File: src/rtl/vga_pkg.sv
// Shared VGA screen geometry and the pixel record carried from scanner to framebuffer.
package vga_pkg;

    localparam int SCR_W    = 160;
    localparam int SCR_H    = 120;
    localparam int COLOUR_W = 12;
    localparam int COORD_W  = 8;
    localparam int VGA_Y_W  = 7;

    typedef struct packed {
        logic [COORD_W-1:0]  x;
        logic [COORD_W-1:0]  y;
        logic [COLOUR_W-1:0] colour;
    } pixel_t;

endpackage

File: src/rtl/plot_fifo.sv
// DEPTH-entry synchronous pixel FIFO with full, empty and occupancy count.
// The caller gates push with !full and pop with !empty; this block does not re-check.
module plot_fifo
    import vga_pkg::*;
#(
    parameter int DEPTH = 4
) (
    input  logic                   clk,
    input  logic                   resetn,
    input  logic                   push,
    input  pixel_t                 wdata,
    input  logic                   pop,
    output pixel_t                 rdata,
    output logic                   full,
    output logic                   empty,
    output logic [$clog2(DEPTH):0] count
);

    localparam int AW = $clog2(DEPTH);
    localparam int CW = AW + 1;

    pixel_t          mem_q [DEPTH];
    logic [AW-1:0]   wr_ptr_q, wr_ptr_d;
    logic [AW-1:0]   rd_ptr_q, rd_ptr_d;
    logic [CW-1:0]   count_q, count_d;

    // Pointers wrap naturally because DEPTH is a power of two.
    always_comb begin
        wr_ptr_d = wr_ptr_q + AW'(push);
        rd_ptr_d = rd_ptr_q + AW'(pop);
        count_d  = count_q;
        if (push && !pop)      count_d = count_q + CW'(1);
        else if (!push && pop) count_d = count_q - CW'(1);
    end

    // Pointer and occupancy state; storage contents are left unreset.
    always_ff @(posedge clk or negedge resetn) begin
        if (!resetn) begin
            wr_ptr_q <= '0;
            rd_ptr_q <= '0;
            count_q  <= '0;
        end else begin
            wr_ptr_q <= wr_ptr_d;
            rd_ptr_q <= rd_ptr_d;
            count_q  <= count_d;
        end
    end

    // Storage write.
    always_ff @(posedge clk) begin
        if (push) mem_q[wr_ptr_q] <= wdata;
    end

    assign rdata = mem_q[rd_ptr_q];
    assign full  = (count_q == CW'(DEPTH));
    assign empty = (count_q == '0);
    assign count = count_q;

endmodule

File: src/rtl/plot_writer.sv
// Buffers scanner pixels and issues one-cycle framebuffer plot strobes.
// Optional feature: define PLOT_WRITER_CLIP_EN to drop off-screen pixels
// at push time and count them on drop_count.
module plot_writer
    import vga_pkg::*;
#(
    parameter int DEPTH = 4,
    parameter int X_MAX = SCR_W - 1,
    parameter int Y_MAX = SCR_H - 1
) (
    input  logic                clk,
    input  logic                resetn,
    input  logic [COORD_W-1:0]  in_x,
    input  logic [COORD_W-1:0]  in_y,
    input  logic [COLOUR_W-1:0] in_color,
    input  logic                in_valid,
    output logic                in_ready,
    input  logic                vga_ready,
    output logic [COORD_W-1:0]  vga_x,
    output logic [VGA_Y_W-1:0]  vga_y,
    output logic [COLOUR_W-1:0] vga_colour,
    output logic                vga_plot,
    output logic                frame_done
`ifdef PLOT_WRITER_CLIP_EN
    ,
    output logic [7:0]          drop_count
`endif
);

    localparam int CW = $clog2(DEPTH) + 1;

    pixel_t                fifo_head;
    logic                  fifo_full, fifo_empty;
    logic [CW-1:0]         fifo_cnt;
    logic                  accept, store, pop_fire;
    logic                  run_q, run_d;
    logic [COORD_W-1:0]    x_q, x_d;
    logic [VGA_Y_W-1:0]    y_q, y_d;
    logic [COLOUR_W-1:0]   colour_q, colour_d;
    logic                  plot_q, plot_d;
    logic                  frame_q, frame_d;

    // Handshake and push/pop decisions; clipped pixels are consumed but never stored.
`ifdef PLOT_WRITER_CLIP_EN
    logic       oob;
    logic [7:0] drop_q, drop_d;
    always_comb begin
        oob    = (in_x > COORD_W'(X_MAX)) || (in_y > COORD_W'(Y_MAX));
        drop_d = drop_q;
        if (accept && oob && drop_q != 8'hFF) drop_d = drop_q + 8'd1;
    end
    assign store      = accept && !oob && !fifo_full;
    assign drop_count = drop_q;
`else
    assign store = accept && !fifo_full;
`endif

    // in_ready stays low until the first edge after reset, then tracks not-full.
    assign in_ready = run_q && (fifo_cnt < CW'(DEPTH));
    assign accept   = in_valid && in_ready;
    assign pop_fire = vga_ready && !fifo_empty;
    assign run_d    = 1'b1;

    plot_fifo #(.DEPTH(DEPTH)) u_fifo (
        .clk    (clk),
        .resetn (resetn),
        .push   (store),
        .wdata  ('{x: in_x, y: in_y, colour: in_color}),
        .pop    (pop_fire),
        .rdata  (fifo_head),
        .full   (fifo_full),
        .empty  (fifo_empty),
        .count  (fifo_cnt)
    );

    // Output register: load from the head on a pop, otherwise hold with strobes low.
    always_comb begin
        x_d      = x_q;
        y_d      = y_q;
        colour_d = colour_q;
        plot_d   = pop_fire;
        frame_d  = 1'b0;
        if (pop_fire) begin
            x_d      = fifo_head.x;
            y_d      = fifo_head.y[VGA_Y_W-1:0];
            colour_d = fifo_head.colour;
            frame_d  = (fifo_head.x == COORD_W'(X_MAX)) && (fifo_head.y == COORD_W'(Y_MAX));
        end
    end

    // Output and control state.
    always_ff @(posedge clk or negedge resetn) begin
        if (!resetn) begin
            run_q    <= 1'b0;
            x_q      <= '0;
            y_q      <= '0;
            colour_q <= '0;
            plot_q   <= 1'b0;
            frame_q  <= 1'b0;
`ifdef PLOT_WRITER_CLIP_EN
            drop_q   <= '0;
`endif
        end else begin
            run_q    <= run_d;
            x_q      <= x_d;
            y_q      <= y_d;
            colour_q <= colour_d;
            plot_q   <= plot_d;
            frame_q  <= frame_d;
`ifdef PLOT_WRITER_CLIP_EN
            drop_q   <= drop_d;
`endif
        end
    end

    assign vga_x      = x_q;
    assign vga_y      = y_q;
    assign vga_colour = colour_q;
    assign vga_plot   = plot_q;
    assign frame_done = frame_q;

endmodule

File: config.mk
export PLATFORM = sky130hd
export DESIGN_NAME = plot_writer
export DESIGN_NICKNAME = d
export VERILOG_FILES = /design/src/rtl/vga_pkg.sv /design/src/rtl/plot_fifo.sv /design/src/rtl/plot_writer.sv
export SDC_FILE = /design/constraint.sdc
export NUM_CORES = 1
export LEC_CHECK = 0
export ABC_AREA = 1
export CELL_PAD_IN_SITES_DETAIL_PLACEMENT = 1
export CELL_PAD_IN_SITES_GLOBAL_PLACEMENT = 1
export CORE_MARGIN = 1.5
export CORE_UTILIZATION = 41
export CTS_BUF_LIST = sky130_fd_sc_hd__clkbuf_8 sky130_fd_sc_hd__clkbuf_16
export DETAILED_ROUTE_END_ITERATION = 8
export PLACE_DENSITY = 0.81
export SLEW_MARGIN = 10
export SYNTH_ARGS = -nofsm -noshare
export SYNTH_HDL_FRONTEND = slang
export SYNTH_SLANG_ARGS = --single-unit
File: constraint.sdc
create_clock -name clk -period 3.1 [get_ports clk]
set_input_delay 0.31 -clock clk [delete_from_list [all_inputs] [get_ports clk]]
set_output_delay 0.31 -clock clk [all_outputs]
set_load 0.01 [all_outputs]
==> key figures, run 1 <==
Clock tree
  – Skew-Pair Late Insertion Delay: around 0.42 ns
  – CTS resizes: 0
  – # hold bufs at CTS: 0
  – Cts bufs inserted: 17
  – Sink Count: around 150
  – Clk pin slew, worst setup/hold paths: about 0.060 ns
  – CTS tree: done
  – Post-CTS Setup Bufs: 0
  – Root Driver: clkbuf_16
  – H-tree depth: 4
  – CTS max path bufs: 2

Placement
  – Placed inst area: approximately 0.0066 mm²
  – HPWL after DPL: between 7 and 8 mm
  – Port bufs: 61
  – Final GP Congestion: between 0.7 and 0.8

Timing
  – Worst slew pin tran: around 0.90 ns
  – RSZ-0062 raised after global routing: no
  – Clock Skew: just under 0.009 ns
  – Peak Freq: ~500 MHz
  – Minimum clock period: ~2.0 ns
  – Final setup viols: 0
  – Hold Vio Cnt, Final: 0
  – Max Slew Vio Count: 0
  – Period utilization: 0.6606
  – Max_slew headroom: 0.3971

Routing
  – Via-to-Cell Ratio: between 5 and 6
  – Pre-Repair DR Iteration Count: 4
  – M1 wire length: 5.484 mm
  – Met2 routed WL: approximately 7.5 mm
  – DR top layer: met4
  – Via Count: roughly 3.8k
  – Drt total wl: between 10 and 15 mm
  – WL/cell: about 18 µm
  – DR iter-0 viols: ~250
  – Met3 WL post-DR: between 400 and 500 µm
  – Residual DRC count: 0
  – Post-route ant nets: 0

Yosys
  – Distinct cells, synth: 24
  – Post-Syn Area: about 0.0058 mm²
  – Number of synthesized flops with an enable pin: around 110
  – Post-synth top area share: 0.5792
  – Mapped Cells: 484
  – Synthesized area per cell: ~12 µm²
  – Synth Net Count: between 500 and 600
  – Register bit total from synthesis: ~150
  – Synth warnings: 0
  – Synth top cells by count: nand2_1 (147), edfxtp_1 (112), dfrtp_1 (37)
  – Synth async-reset ratio: 0.2483
  – Top cell type by total area after synthesis: edfxtp_1
  – Largest cells by area after synthesis: edfxtp_1 (58%), dfrtp_1 (16%), nand2_1 (9.5%)
  – Most frequent cell after synthesis: nand2_1
  – Synth Flop Type: edfxtp_1
  – Sequential share of the synthesized area: 0.7386

Critical path
  – Crit path largest cell delay: roughly 0.44 ns
  – Critical-path cell list: nor2_1 > nand2_1 > inv_1 > ha_1 > inv_1 > fa_1 > a21oi_1 > o21ai_0 > xnor2_1
  – Critical Path Fanout Max: 5
  – Critical path launch point type: register
  – CP endpoint kind: register
  – Buf+Inv Stages, Crit Path: 2
  – CP arrival: 2.34 ns
  – Worst path slowest cell: dfrtp_1
  – Crit-path leading delay family: adder cells
  – Kind of critical path: register to register
  – Critical Path RT: approximately 3.4 ns
  – Crit-path most repeated cell: inv_1

Final layout
  – Area delta synth->final: 23.21%
  – Design area: around 0.007 mm²
  – Share of cells above drive strength 1: 0.07993
  – Finished Core Util: 0.5174
  – NumNets Final: 586
  – Antenna diodes: 0

Power
  – Pwr dens: about 940 mW/mm²
  – Total internal power: 0.004461 W
  – Switch share: 0.3392
  – Comb pwr share: 0.304
  – Share of power burned in registers: 0.404
  – Net Sw Power: approximately 0.0023 W
  – Clock power frac: 0.292
  – Total power: between 0.006 and 0.007 W
  – Maximum VDD drop: about 0.00043 V
  – Leak: 2.839 nW

GRT
  – Largest net degree at the start of global routing: 58
  – First-pass GRT wire length: between 20 and 25 mm
  – Initial antenna violation count: 0
  – Grt total ovfl: 0
  – Vias in the first global route: 4,275
  – Total track usage: 0.2027

Floorplan
  – Initial Util: 0.4200
  – Total die area: approximately 0.015 mm²
  – Die W: 122.0 µm
  – # rows: 43
  – Placeable Area: between 0.01 and 0.015 mm²
  – Die Y: 122.0 µm
  – Ports: 62

Flow run
  – Max Cap Viol: 0

Worst hold path
  – Hold Crit Class: input pin to asynchronous set/reset pin

Run status
  – Status: complete, no violations
==> power by group through the flow <==
| stage | registers [W] | logic (W) | clock network [W] |
|---|---|---|---|
| floorplan | 0.00279 | 0.00116 | 0 |
| global placement | 0.00275 | 0.00193 | 0 |
| detailed placement | 0.00276 | 0.00204 | 0 |
| CTS | 0.00273 | 0.00209 | 0.00200 |
| global route | 0.00277 | 0.00229 | 0.00208 |
| finish | 0.00273 | 0.00205 | 0.00197 |
==> flip-flops by register name, summed over array words and instances (netlist names) <==
| register | count |
|---|---|
| u_fifo.rd_ptr_q | 2 |
| vga_plot | 1 |
| u_fifo.count | 3 |
| u_fifo.mem_q | 112 |
| frame_done | 1 |
| u_fifo.wr_ptr_q | 2 |
| vga_y | 7 |
| vga_x | 8 |
| run_q | 1 |
| vga_colour | 12 |
==> per-layer routing <==
layer,track usage,up-vias
met5,0,-
met2,0.3732,90
met4,0.07794,0
met3,0.04869,19
li1,-,1760
met1,0.2249,1930
==> metrics by stage <==
stage | setup TNS, ns | setup slack (ns) | instances | hold WS (ns)
2_1_floorplan | -10.52 | -0.09394 | 484 | 0.01441
3_3_place_gp | 0 | 0.9689 | 711 | 0.4702
3_5_place_dp | 0 | 0.9068 | 711 | 0.4686
4_1_cts | 0 | 1.028 | 743 | 0.05242
5_1_grt | 0 | 0.7982 | 743 | 0.08111
6_report | 0 | 1.052 | 743 | 0.03024
==> final cells by class <==
| cell class | instances | area [µm²] |
|---|---|---|
| Tap cell | 180 | 225.2 |
| Multi-Input combinational cell | 277 | 1274 |
| Timing Repair Buffer | 69 | 665.6 |
| Clock buffer | 17 | 425.4 |
| Clock inverter | 15 | 140.1 |
| Inverter | 36 | 135.1 |
| Fill cell | 1425 | 6673 |
| Sequential cell | 149 | 4289 |
==> path summary, 6_finish.rpt <==
path                                           end       startpoint  cells past startpoint  slack [ns]
worst max-delay path               u_fifo.count[2]  u_fifo.count[2]                      9        1.05
worst min-delay path            u_fifo.wr_ptr_q[1]           resetn                      1        0.03
worst max register to register     u_fifo.count[2]  u_fifo.count[2]                      9        1.05
worst min register to register       vga_colour[9]    vga_colour[9]                      2        0.48
max in group asynchronous                 vga_x[6]           resetn                      1        2.51
min in group clk                     vga_colour[9]    vga_colour[9]                      2        0.48
==> kinds of logic (layout without fill, tap and decap cells) <==
group | Yosys count | in the layout | share of synthesized area
compound gates | 49 | 49 | 0.04891
other cells | 1 | 1 | 0.0006458
xor+xnor | 4 | 4 | 0.006034
buf+inv | 58 | 137 | 0.04546
flops | 149 | 149 | 0.7386
mux | 1 | 1 | 0.001939
simple gates | 218 | 218 | 0.1485
fa+ha+maj | 4 | 4 | 0.009912
==> placed cells by master (no fill, tap or decap), drive strengths merged, types with 2 or more instances in the layout <==
cell type,count
bufinv,2
clkbuf,17
nand3,31
clkdlybuf4s50,60
nand2,147
xnor2,2
clkinv,6
edfxtp,112
dfrtp,37
o22ai,12
buf,9
nor2,36
inv,40
clkinvlp,3
ha,3
xor2,2
o21ai,34
nor3,4
Note: power is estimated with default switching activity, not from simulation.
==> run 2: changes to the inputs <==
==> constraint.sdc (replaced) <==
create_clock -name clk -period 1.7 [get_ports clk]
set_input_delay 0.17 -clock clk [delete_from_list [all_inputs] [get_ports clk]]
set_output_delay 0.17 -clock clk [all_outputs]
set_load 0.01 [all_outputs]
==> key figures, run 2 (synthesis gave the netlist of run 1 again) <==
Flow run
  – Max Cap Viol: 0 (unchanged)

Placement
  – Post-Place Cells: 729 (+2.5%)
  – HPWL after DPL: 9.092 mm (+16%)
  – Port bufs: 61 (unchanged)
  – Final GP Congestion: 0.7870 (+10%)

Final layout
  – NumNets Final: 606 (+3.4%)
  – Non-Filler Instances: 763 (+2.7%)
  – Largest reg by FF count: u_fifo.mem_q
  – Most common cell after layout, fill and taps aside: nand2_1
  – Antenna diodes: 0 (unchanged)
  – Most frequent cells in the layout: nand2_1 (146), edfxtp_1 (112), clkdlybuf4s50_1 (59)
  – Max FFs per register: 112 (unchanged)
  – Area delta synth->final: 29.45%
  – Share of cells above drive strength 1: 0.1252 (+0.04529)

GRT
  – First-pass GRT wire length: 22.74 mm (+2.8%)
  – Initial antenna violation count: 0 (unchanged)
  – Total track usage: 0.2108 (+0.008064)
  – Vias in the first global route: 4,200 (-1.8%)
  – Largest net degree at the start of global routing: 39 (-33%)
  – Grt total ovfl: 0 (unchanged)

Critical path
  – R2R Path Start: u_fifo.count[0]
  – CP arrival: 2.04 ns (-0.30 ns)
  – Crit path from: u_fifo.count[0]
  – FF-to-FF End: u_fifo.count[1]
  – Kind of critical path: register to register
  – Critical path launch point type: register
  – Critical Path Fanout Max: 2 (-3)
  – R2r setup slk: -0.03 ns (-1.08 ns)
  – Register-to-Register Path Depth: 5 (-4)
  – Crit path to: u_fifo.count[1]
  – Critical Path RT: 2.01 ns (-1.38 ns)
  – CP endpoint kind: register

Clock tree
  – Root Driver: clkbuf_16
  – Clk pin slew, worst setup/hold paths: 0.06 ns (about the same)
  – CTS max path bufs: 2 (unchanged)
  – Skew-Pair Late Insertion Delay: 0.42 ns (about the same)
  – H-tree depth: 4 (unchanged)
  – Sink Count: 149 (unchanged)
  – CTS tree: done
  – Cts bufs inserted: 17 (unchanged)

Timing
  – Hold Vio Cnt, Final: 0 (unchanged)
  – Worst setup margin: -0.02966 ns (-1.082 ns)
  – RSZ-0062 raised after global routing: yes
  – Clock Skew: 0.004925 ns (-0.003878 ns)
  – Period utilization: 1.017 (+0.3568)
  – Max Slew Vio Count: 0 (unchanged)
  – Final setup viols: 2 (+2)
  – WHS: 0.2258 ns (+0.1956 ns)
  – Minimum clock period: 1.730 ns (-0.3183 ns)
  – Peak Freq: 578.1 MHz (+18%)

Run status
  – Failing checks: negative setup slack
  – Status: finished, violations left

Power
  – Switch share: 0.3266 (-0.01262)
  – Maximum VDD drop: 0.0007862 V (+84%)
  – Leak: 3.017 nW (+6.3%)
  – Net Sw Power: 0.004280 W (+87%)
  – Pwr dens: 1743 mW/mm² (+85%)
  – Share of power burned in registers: 0.379 (-0.025)
  – Total internal power: 0.008825 W (+98%)
  – Comb pwr share: 0.318 (+0.014)
  – Clock power frac: 0.304 (+0.012)

Routing
  – Via-to-Cell Ratio: 5.000 (-2.2%)
  – Post-route ant nets: 0 (unchanged)
  – Pre-Repair DR Iteration Count: 4 (unchanged)
  – DR iter-0 viols: 211 (-16%)
  – Via Count: 3,815 (+0.42%)
  – WL/cell: 18.94 µm (+2.6%)
  – Residual DRC count: 0 (unchanged)
  – Drt total wl: 14.45 mm (+5.3%)

Floorplan
  – Placeable Area: 0.01383 mm² (unchanged)
  – Ports: 62 (unchanged)
  – Initial Util: 0.4200 (unchanged)
  – Total die area: 0.01489 mm² (unchanged)
  – # rows: 43 (unchanged)
  – Die W: 122.0 µm (unchanged)
  – Die Y: 122.0 µm (unchanged)

Worst hold path
  – Hold Crit Class: input pin to asynchronous set/reset pin
[run 2: cell types whose count changed in the layout (fill, tap and decap cells not counted), moves of 3 or more]
cell       delta
clkinv_1      -3
buf_4        +10
bufinv_16     +3
nor3_4        +4
buf_12        +6
nor3_2        -4
buf_6         +3
[run 2: how the worst min path moves through the flow]
| stage | end | slack [ns] | cells after the start |
|---|---|---|---|
| after global routing | vga_plot | 0.27 | 2 |
| after floorplan | frame_done | -0.13 | 0 |
| final | vga_plot | 0.23 | 2 |
| after CTS | vga_plot | 0.23 | 2 |
| after detailed placement | run_q | 0.15 | 1 |
| after global placement | run_q | 0.13 | 1 |
[run 2: metal layers]
metal | global-route usage | part of all wire | routed length [µm] | vias to the layer above
met5 | 0 | 0 | 0 | -
met4 | 0.09191 | 0.018 | 262 | 0
met3 | 0.04260 | 0.030 | 431 | 23
met2 | 0.3750 | 0.54 | 7822 | 65
met1 | 0.2462 | 0.41 | 5936 | 1922
li1 | - | - | - | 1805
[run 2: area by class of cell]
type	count	area (µm²)
clock buffers	17	425.4
clock inverters	15	200.2
well taps	180	225.2
repair buffers	89	903.4
flip-flops and latches	149	4292
inverters	36	135.1
multi-input cells	277	1336
fillers	1411	6310
[run 2: what timing repair did]
item | CTS | global route
hold endpoints to repair | 17 | 0
buffers inserted | 1 | 0
pin swaps | 0 | 1
hold buffers | 1 | 0
gates resized for setup | 5 | 2
endpoints found under the setup margin | 6 | 18
[run 2: worst max-delay path, stage by stage, from the launching register on]
cell     delay (ns)
dfrtp_1        0.40
o31ai_4        0.33
ha_4           0.17
inv_2          0.04
fa_2           0.40
mux2_4         0.27
[run 2: stage by stage]
step / instance area [µm²] / worst slack (ns) / TNS [ns] / utilization / total power, W
finish: 7517 / -0.02966 / -0.04769 / 0.5437 / 0.01311
detailed placement: 6857 / -0.1491 / -0.7681 / 0.4959 / 0.009070
CTS: 7510 / -0.03455 / -0.06695 / 0.5431 / 0.01321
floorplan: 5889 / -0.2321 / -15.85 / - / 0.007321
global placement: 6857 / -0.1302 / -0.2167 / 0.4959 / 0.008826
global route: 7517 / -0.1451 / -0.3585 / 0.5437 / 0.01380
[run 2: power by group through the flow]
| stage | Clock [W] | Combinational, W | Sequential [W] |
|---|---|---|---|
| 2_1_floorplan | 0 | 0.00220 | 0.00512 |
| 3_5_place_dp | 0 | 0.00404 | 0.00503 |
| 5_1_grt | 0.00418 | 0.00460 | 0.00502 |
| 6_report | 0.00398 | 0.00417 | 0.00496 |
| 3_3_place_gp | 0 | 0.00384 | 0.00498 |
| 4_1_cts | 0.00404 | 0.00420 | 0.00497 |
==> run 3: changes to the inputs <==
--- a/config.mk
+++ b/config.mk
@@ -8,6 +8,7 @@
 export ABC_AREA = 1
 export CELL_PAD_IN_SITES_DETAIL_PLACEMENT = 1
 export CELL_PAD_IN_SITES_GLOBAL_PLACEMENT = 1
+export CORE_ASPECT_RATIO = 1.4
 export CORE_MARGIN = 1.5
 export CORE_UTILIZATION = 41
 export CTS_BUF_LIST = sky130_fd_sc_hd__clkbuf_8 sky130_fd_sc_hd__clkbuf_16
==> key figures, run 3 (synthesis gave the netlist of run 1 again) <==
Placement
  – Placed inst area: 0.006854 mm² (about the same)
  – Post-Place Cells: 733 (+0.55%)
  – Pre-CTS WS: -0.2278 ns (-0.07875 ns)
  – HPWL after DPL: 9.653 mm (+6.2%)
  – Port bufs: 61 (unchanged)
  – Final GP Congestion: 0.7779 (-1.2%)

Clock tree
  – Root Driver: clkbuf_16
  – CTS tree: done
  – Sink Count: 149 (unchanged)
  – CTS max path bufs: 2 (unchanged)
  – H-tree depth: 4 (unchanged)
  – Skew-Pair Late Insertion Delay: 0.42 ns (about the same)
  – Cts bufs inserted: 17 (unchanged)
  – Clk pin slew, worst setup/hold paths: 0.06 ns (about the same)

Timing
  – RSZ-0062 raised after global routing: yes
  – Period utilization: 1.036 (+0.01855)
  – Peak Freq: 567.8 MHz (-1.8%)
  – Final setup viols: 2 (unchanged)
  – Max_slew headroom: 0.6067
  – Max Slew Vio Count: 0 (unchanged)
  – Minimum clock period: 1.761 ns (+0.03153 ns)
  – Clock Skew: 0.005714 ns (+0.0007889 ns)
  – Worst setup margin: -0.06120 ns (-0.03153 ns)
  – Worst slew pin tran: 0.5899 ns
  – Hold Vio Cnt, Final: 0 (unchanged)

Critical path
  – Critical path launch point type: register
  – R2R Path Start: u_fifo.count[0]
  – CP endpoint kind: register
  – Crit-path leading delay family: adder cells
  – Worst path slowest cell: dfrtp_1
  – CP arrival: 2.07 ns (+0.03 ns)
  – R2r setup slk: -0.06 ns (-0.03 ns)
  – Buf+Inv Stages, Crit Path: 1 (unchanged)
  – Kind of critical path: register to register
  – FF-to-FF End: u_fifo.count[2]
  – Crit path from: u_fifo.count[0]
  – Crit path largest cell delay: 0.42 ns (+0.02 ns)
  – Critical Path RT: 2.01 ns (about the same)
  – Crit path to: u_fifo.count[2]
  – Critical Path Fanout Max: 2 (unchanged)
  – Critical-path cell list: o31ai_4 > ha_4 > inv_2 > fa_2 > a21oi_2 > o21ai_2 > xnor2_1
  – Register-to-Register Path Depth: 7 (+2)
  – Critical path depth: 7 (+2)

Final layout
  – Most common cell after layout, fill and taps aside: nand2_1
  – Largest reg by FF count: u_fifo.mem_q
  – Share of cells above drive strength 1: 0.1370 (+0.01177)
  – Max FFs per register: 112 (unchanged)
  – Area delta synth->final: 30.83%
  – NumNets Final: 607 (+0.17%)
  – Most frequent cells in the layout: nand2_1 (146), edfxtp_1 (112), clkdlybuf4s50_1 (59)
  – Design area: 0.007597 mm² (+1.1%)
  – Non-Filler Instances: 769 (+0.79%)
  – Antenna diodes: 0 (unchanged)

Run status
  – Status: finished, violations left
  – Failing checks: negative setup slack

Worst hold path
  – Hold Crit Class: input pin to asynchronous set/reset pin

Floorplan
  – Initial Util: 0.4194 (-0.0006071)
  – # rows: 51 (+19%)
  – Placeable Area: 0.01385 mm² (+0.14%)
  – Ports: 62 (unchanged)
  – Die Y: 143.8 µm (+18%)
  – Total die area: 0.01490 mm² (about the same)
  – Die W: 103.6 µm (-15%)

GRT
  – Met1 GRT Util: 0.2460 (about the same)
  – Vias in the first global route: 4,625 (+10%)
  – Met3 GRT Util: 0.04762 (+0.005016)
  – Global route hottest layer: met2
  – Total track usage: 0.2319 (+0.02115)
  – GRT met2 Usage: 0.4439 (+0.06886)
  – Grt total ovfl: 0 (unchanged)
  – Largest net degree at the start of global routing: 31 (-21%)
  – First-pass GRT wire length: 25.47 mm (+12%)
  – Initial antenna violation count: 0 (unchanged)

Power
  – Pwr dens: 1787 mW/mm² (+2.5%)
  – Total power: 0.01357 W (+3.6%)
  – Maximum VDD drop: 0.0009330 V (+19%)
  – Leak: 3.049 nW (+1.1%)

Flow run
  – Max Cap Viol: 0 (unchanged)

Routing
  – Post-route ant nets: 0 (unchanged)
  – Residual DRC count: 0 (unchanged)
  – Via-to-Cell Ratio: 5.185 (+3.7%)
  – Pre-Repair DR Iteration Count: 4 (unchanged)
  – DR iter-0 viols: 207 (-1.9%)
  – WL/cell: 21.25 µm (+12%)
  – Drt total wl: 16.34 mm (+13%)
  – Via Count: 3,987 (+4.5%)
run 3: how the worst min path moves through the flow:
stage / from / endpoint / cells past startpoint
floorplan: resetn / frame_done / 0
global placement: resetn / vga_colour[7] / 1
finish: resetn / vga_colour[9] / 2
global route: resetn / vga_colour[9] / 2
detailed placement: resetn / vga_colour[9] / 1
CTS: resetn / vga_colour[9] / 2
run 3: metal layers:
metal / routed length (µm) / part of all wire
met2: 9234 / 0.57
met4: 326 / 0.020
met3: 646 / 0.040
met1: 6134 / 0.38
met5: 0 / 0
run 3: worst register-to-register path, cell delays in order, from the launching register on:
cell     delay, ns
dfrtp_1       0.42
o31ai_4       0.31
ha_4          0.17
inv_2         0.04
fa_2          0.36
a21oi_2       0.14
o21ai_2       0.07
xnor2_1       0.13
run 3: what timing repair did:
action / CTS / global route
hold endpoints to repair: 18 / 0
hold buffers: 1 / 0
cloned: 1 / 0
gates resized for setup: 7 / 7
endpoints found under the setup margin: 23 / 24
pin swaps: 1 / 1
setup buffers: 2 / 0
run 3: per-stage QoR:
stage          setup TNS [ns]  hold WS (ns)  utilization
4_1_cts               -0.1714        0.2753       0.5471
6_report              -0.1009        0.2781       0.5487
2_1_floorplan          -15.85       -0.1256            -
3_3_place_gp          -0.2059        0.1735       0.4950
5_1_grt               -0.5490        0.3025       0.5487
3_5_place_dp           -2.151        0.1818       0.4950
run 3: cell type report:
| cell class | count | area (µm²) |
|---|---|---|
| Clock buffer | 18 | 439.2 |
| Inverter | 36 | 138.9 |
| Fill cell | 1412 | 6250 |
| Tap cell | 185 | 231.5 |
| Clock inverter | 14 | 206.4 |
| Sequential cell | 149 | 4290 |
| Timing Repair Buffer | 90 | 948.4 |
| Multi-Input combinational cell | 277 | 1343 |
run 3: where the power goes:
part | internal [W] | total (W) | leakage [nW] | switching [W]
logic | 0.00179 | 0.00445 | 1.27 | 0.00266
clock network | 0.00263 | 0.00412 | 0.314 | 0.00148
registers | 0.00457 | 0.00501 | 1.46 | 0.000433
